### config.mk
export PLATFORM = sky130hd
export DESIGN_NAME = prach_conv_sched
export DESIGN_NICKNAME = d
export VERILOG_FILES = /design/src/rtl/prach_conv_sched.sv
export SDC_FILE = /design/constraint.sdc
export NUM_CORES = 2
export LEC_CHECK = 0
export ABC_AREA = 1
export CORE_MARGIN = 2
export CORE_UTILIZATION = 40
export DETAILED_ROUTE_END_ITERATION = 8
export PLACE_DENSITY_LB_ADDON = 0.3
export SLEW_MARGIN = 20
export SYNTH_ARGS = -nofsm -noshare
export SYNTH_HDL_FRONTEND = slang
export SYNTH_SLANG_ARGS = --single-unit
### constraint.sdc
create_clock -name clk -period 100.7 [get_ports clk]
set_clock_uncertainty 0.05 [all_clocks]
set_input_delay 25.175 -clock clk [delete_from_list [all_inputs] [get_ports clk]]
set_output_delay 25.175 -clock clk [all_outputs]
set_load 0.02 [all_outputs]
### src/rtl/prach_conv_sched.sv
// prach_conv_sched: per-channel phase scheduler for the PRACH TDM frequency-shift mixer.
// Walks channel slots aligned to sync_in and emits each slot's pre-update accumulator phase.

module prach_conv_chan #(
    parameter int PhaseWidth = 16
) (
    input  logic                  clk,
    input  logic                  rst,
    input  logic                  wr,
    input  logic [31:0]           wr_data,
    input  logic                  apply,
    input  logic                  step,
    output logic [PhaseWidth-1:0] phase
);
    logic [31:0] shadow;
    logic [31:0] active;
    logic [31:0] acc;

    always_ff @(posedge clk or posedge rst) begin
        if (rst) begin
            shadow <= '0;
            active <= '0;
            acc    <= '0;
        end else begin
            if (wr) shadow <= wr_data;
            if (apply) begin
                active <= shadow;
                // The slot emitted on the apply edge shows phase 0 and still advances once this period.
                acc    <= step ? shadow : 32'd0;
            end else if (step) begin
                acc <= acc + active;
            end
        end
    end

    assign phase = acc[31 -: PhaseWidth];
endmodule

module prach_conv_sched #(
    parameter int NumChannels = 12,
    parameter int PhaseWidth  = 16
) (
    input  logic                  clk,
    input  logic                  rst,
    input  logic                  sync_in,
    input  logic                  cfg_wr,
    input  logic [7:0]            cfg_addr,
    input  logic [31:0]           cfg_fcw,
    input  logic                  cfg_commit,
    output logic                  cfg_busy,
    input  logic                  err_clr,
    output logic                  err_sync,
    output logic                  err_addr,
    output logic [7:0]            dout_chn,
    output logic [PhaseWidth-1:0] dout_phase,
    output logic                  dout_valid,
    output logic                  sync_out
);
    localparam logic [7:0] LastSlot = 8'(NumChannels - 1);
    localparam logic [8:0] NumCh9   = 9'(NumChannels);

    typedef enum logic {IDLE, RUN} state_t;

    state_t                                 state;
    logic   [7:0]                           cnt;
    logic   [7:0]                           slot_next;
    logic                                   pending;
    logic                                   running;
    logic                                   emit;
    logic                                   apply;
    logic                                   addr_ok;
    logic   [NumChannels-1:0][PhaseWidth-1:0] phase;
    logic   [PhaseWidth-1:0]                phase_sel;

    assign running  = (state == RUN);
    assign emit     = running || sync_in;
    assign apply    = running && sync_in && pending;
    assign addr_ok  = {1'b0, cfg_addr} < NumCh9;
    assign cfg_busy = pending;
    assign dout_chn = cnt;

    always_comb begin
        if (sync_in || cnt == LastSlot) slot_next = 8'd0;
        else                            slot_next = cnt + 8'd1;
    end

    genvar i;
    generate
        for (i = 0; i < NumChannels; i++) begin : g_chan
            prach_conv_chan #(
                .PhaseWidth(PhaseWidth)
            ) u_chan (
                .clk    (clk),
                .rst    (rst),
                .wr     (cfg_wr && cfg_addr == 8'(i)),
                .wr_data(cfg_fcw),
                .apply  (apply),
                .step   (emit && slot_next == 8'(i)),
                .phase  (phase[i])
            );
        end
    endgenerate

    always_comb begin
        phase_sel = '0;
        for (int k = 0; k < NumChannels; k++)
            if (slot_next == 8'(k)) phase_sel = phase[k];
    end

    always_ff @(posedge clk or posedge rst) begin
        if (rst) begin
            state      <= IDLE;
            cnt        <= 8'd0;
            dout_phase <= '0;
            dout_valid <= 1'b0;
            sync_out   <= 1'b0;
            pending    <= 1'b0;
            err_sync   <= 1'b0;
            err_addr   <= 1'b0;
        end else begin
            // A commit that lands with the sync it would ride on waits for the following sync.
            if (apply)           pending <= 1'b0;
            else if (cfg_commit) pending <= 1'b1;

            err_sync <= (running && sync_in && cnt != LastSlot) || (err_sync && !err_clr);
            err_addr <= (cfg_wr && !addr_ok) || (err_addr && !err_clr);

            case (state)
                IDLE: begin
                    if (sync_in) begin
                        state      <= RUN;
                        cnt        <= 8'd0;
                        dout_phase <= phase_sel;
                        dout_valid <= 1'b1;
                        sync_out   <= 1'b1;
                    end
                end
                RUN: begin
                    cnt        <= slot_next;
                    dout_phase <= apply ? '0 : phase_sel;
                    dout_valid <= 1'b1;
                    sync_out   <= sync_in;
                end
            endcase
        end
    end
endmodule

==> impl_results.md <==
- RR Startpoint: cfg_busy$_DFFE_PP0P_
- Global Route Usage Sum: 0.2392
- Setup crit end kind: asynchronous set/reset pin
- Arr. time, crit path: 30200 ps
- Num CTS Buffers: 136
- Switching part of the total: 0.3252
- IO Port Bufs: 74
- Power density over cell area: 19.06 nW/µm²
- Net Switching: 0.0004461 W
- Top_reg_cell synth: dfrtp_1
- Min-Delay Startpoint: g_chan[7].u_chan.shadow[18]$_DFFE_PP0P_
- Die Y: 406.0 µm
- Max Slew Vio Count: 0
- Crit-path cells: clkdlybuf4s50_1 > inv_8 > buf_12 > buf_4 > buf_12 > buf_4 > buf_4
- Hpwl dp: 131400 µm
- Worst slew pin tran: 1156 ps
- Placement row count: 147
- Delay of the slowest cell on the worst path: 860 ps
- F_max: 33.90 MHz
- Hold Path Class: flop to flop
- Yosys top cell area share: 0.4575
- First-pass GRT wire length: 308300 µm
- Worst-Skew Late Latency: 780 ps
- Int Pwr: 0.0009259 W
- Combinational power share: 0.206
- Root buffer cell: clkbuf_16
- Setup TNS: 0 ps
- CTS clk-pin slew, worst paths: 60 ps
- Die X: 406.0 µm
- Clock tree from TritonCTS: yes
- Cells after synthesis: 8264
- Vias after detailed routing: 56130
- Dominant cell type by area after synthesis: dfrtp_1
- Final Wtd Congestion: 0.9767
- Wire per inst: 18.82 µm
- CTS Buffer Depth: 3
- Worst VDD drop: 20.35 µV
- Max Cap Viol: 0
- Residual DRC: 0
- Flop pwr share: 0.423
- I/O pins: 75
- Largest net degree at the start of global routing: 170
- Setup CP Type: input port to asynchronous set/reset pin
- Initial antenna violation count: 21
- Clock network power share: 0.371
- DR iter-0 viols: 5178
- Share of cells above drive strength 1: 0.04703
- Post-CTS Setup Inserts: 0
- # setup viols final: 0
- GRT overflow: 0
- Vias per cell: 5.356
- Synth-to-layout area growth: 11.34%
- Largest cells by area after synthesis: dfrtp_1 (46%), nand2_1 (17%), o21ai_0 (7.5%)
- Status: finished clean
- Vias in the first global route: 53090
- Number of synthesized register bits: 1182
- Unrepaired setup endpoints after global routing: no
- Synth warn: 0
- Detail Route Antenna Nets: 0
- Worst R2R Path Depth: 7
- Router iterations before antenna repair: 6
- Final hold viol count: 0
- Final period utilization: 0.2929
- Core footprint: 160600 µm²
- Tot Pwr: 0.001372 W
- Layout Nets: 8643
- Critical Path RT: 101400 ps
- CTS Hold Bufs: 0
- Post-synthesis sequential area ratio: 0.4575
- Yosys cell types: 62
- Reg2reg setup slack: 96270 ps
- Max H-tree Level: 4
- Critical Path Source Type: input port
- Critical path's slowest cell: buf_4
- Final wirelength: 197300 µm
- Die area: 164900 µm²
- Normalized max-slew margin: 0.2285
- WHS Path Cells: 2
- Worst Setup SP: rst
- Cell mode on critical path: buf_4
- Post-synth ARST share: 1.000
- Initial core utilization: 0.4026
- Post-synthesis net count: 8695
- Pleak: 36.29 nW
- Crit path time final: 29500 ps
- Number of synthesized flops with an enable pin: 0
- Syn Std Cell Area: 64650 µm²
- Count of clock tree sinks: 1182
- Cts repair resizes: 0
- Crit path max fanout: 153
- Mean Syn Cell Area: 7.823 µm²
-- registers in the layout, summed over array words and instances, names as in the netlist --
signal and flops:
dout_valid 1, g_chan.u_chan.acc 384, err_addr 1, err_sync 1, sync_out 1, g_chan.u_chan.active 384
g_chan.u_chan.shadow 384, dout_phase 16, dout_chn 8, running 1, cfg_busy 1
-- power by group through the flow --
stage               registers (W)  logic [W]  clock network [W]
floorplan                0.000574   0.000201                  0
CTS                      0.000580   0.000281           0.000520
global route             0.000587   0.000318           0.000539
detailed placement       0.000587   0.000280                  0
finish                   0.000581   0.000282           0.000509
global placement         0.000586   0.000275                  0
-- layout by cell type (no fill, tap or decap), types with 33 or more instances in the layout --
cell	netlist	routed
buf_4	2	55
nor3_1	61	61
o211ai_1	42	42
xor2_1	90	90
clkbuf_16	0	139
nand3_1	294	293
inv_1	539	516
nand2_1	2909	2900
o21ai_0	969	969
o31ai_1	106	106
ha_1	373	373
clkdlybuf4s50_1	0	74
nand4_1	78	78
a21oi_1	607	607
a21o_1	33	33
o21ai_1	35	35
o21bai_1	51	51
nor2_1	294	293
dfrtp_1	1182	1182
-- layout make-up --
type,instances,area (µm²)
clock inverter,44,554.3
timing repair buffer,134,1260
sequential,1182,29580
fill,15880,88580
clock buffer,196,3993
antenna,6,15.01
multi-input combinational,6203,31790
inverter,555,2098
tap,2160,2703
-- path summary, 6_finish.rpt --
kind                                                                 to
worst max register to register      g_chan[4].u_chan.acc[7]$_DFFE_PP0P_
worst min register to register  g_chan[7].u_chan.active[18]$_DFFE_PP0P_
worst max-delay path               g_chan[2].u_chan.acc[13]$_DFFE_PP0P_
worst min-delay path            g_chan[7].u_chan.active[18]$_DFFE_PP0P_
max in group clk                    g_chan[4].u_chan.acc[7]$_DFFE_PP0P_
min in group asynchronous       g_chan[0].u_chan.shadow[10]$_DFFE_PP0P_
-- Yosys cell counts (3+ instances only) --
cell type / number
nand2_1: 2909
dfrtp_1: 1182
o21ai_0: 969
a21oi_1: 607
inv_1: 539
ha_1: 373
nand3_1: 294
nor2_1: 294
clkbuf_1: 280
o31ai_1: 106
xor2_1: 90
nand4_1: 78
nor3_1: 61
o21bai_1: 51
o211ai_1: 42
o21ai_1: 35
a21o_1: 33
buf_2: 32
or2_2: 32
xnor2_1: 28
a31oi_1: 19
a21boi_0: 18
nor3b_1: 15
o21a_1: 15
inv_2: 14
nand2_2: 14
nor4_1: 13
fa_1: 12
o22ai_1: 9
and2_1: 8
buf_1: 8
o41ai_1: 8
nor2_4: 7
a221oi_1: 6
nand3b_1: 6
nor2_2: 6
o211a_1: 6
nand2_4: 4
a211oi_1: 3
nor3_4: 3
o311ai_0: 3
-- layer usage --
layer  vias up  GRT usage  wire length (µm)
met5         -          0                11
li1      27370          -                 -
met4         2    0.08224              6690
met1     26950     0.3361             90820
met2      1489     0.3768             88220
met3       314    0.03486             11510
-- logic make-up (layout without fill, tap and decap cells) --
group | after synthesis | in the layout | synth area share
fa+ha+maj | 385 | 385 | 0.07590
flops | 1182 | 1182 | 0.4575
xor+xnor | 118 | 118 | 0.01599
simple gates | 3750 | 3750 | 0.2338
buf+inv | 879 | 929 | 0.05200
other cells | 0 | 6 | 0
compound gates | 1950 | 1950 | 0.1648
-- worst max-delay path: cells and delay by family --
kind	cells	cell delay, ps
buffers and inverters	7	4470
-- stage by stage --
stage	cells	setup slack, ps	hold WS, ps	cell area [µm²]	util
detailed placement	10230	70080	400.5	67340	0.4194
CTS	10470	70930	391.1	71890	0.4477
global placement	10230	70130	399.3	67340	0.4194
global route	10480	70410	421.2	71970	0.4482
finish	10480	71200	396.8	71990	0.4483
floorplan	8264	42180	392.2	64650	-
Power figures use the tool's default switching activity.
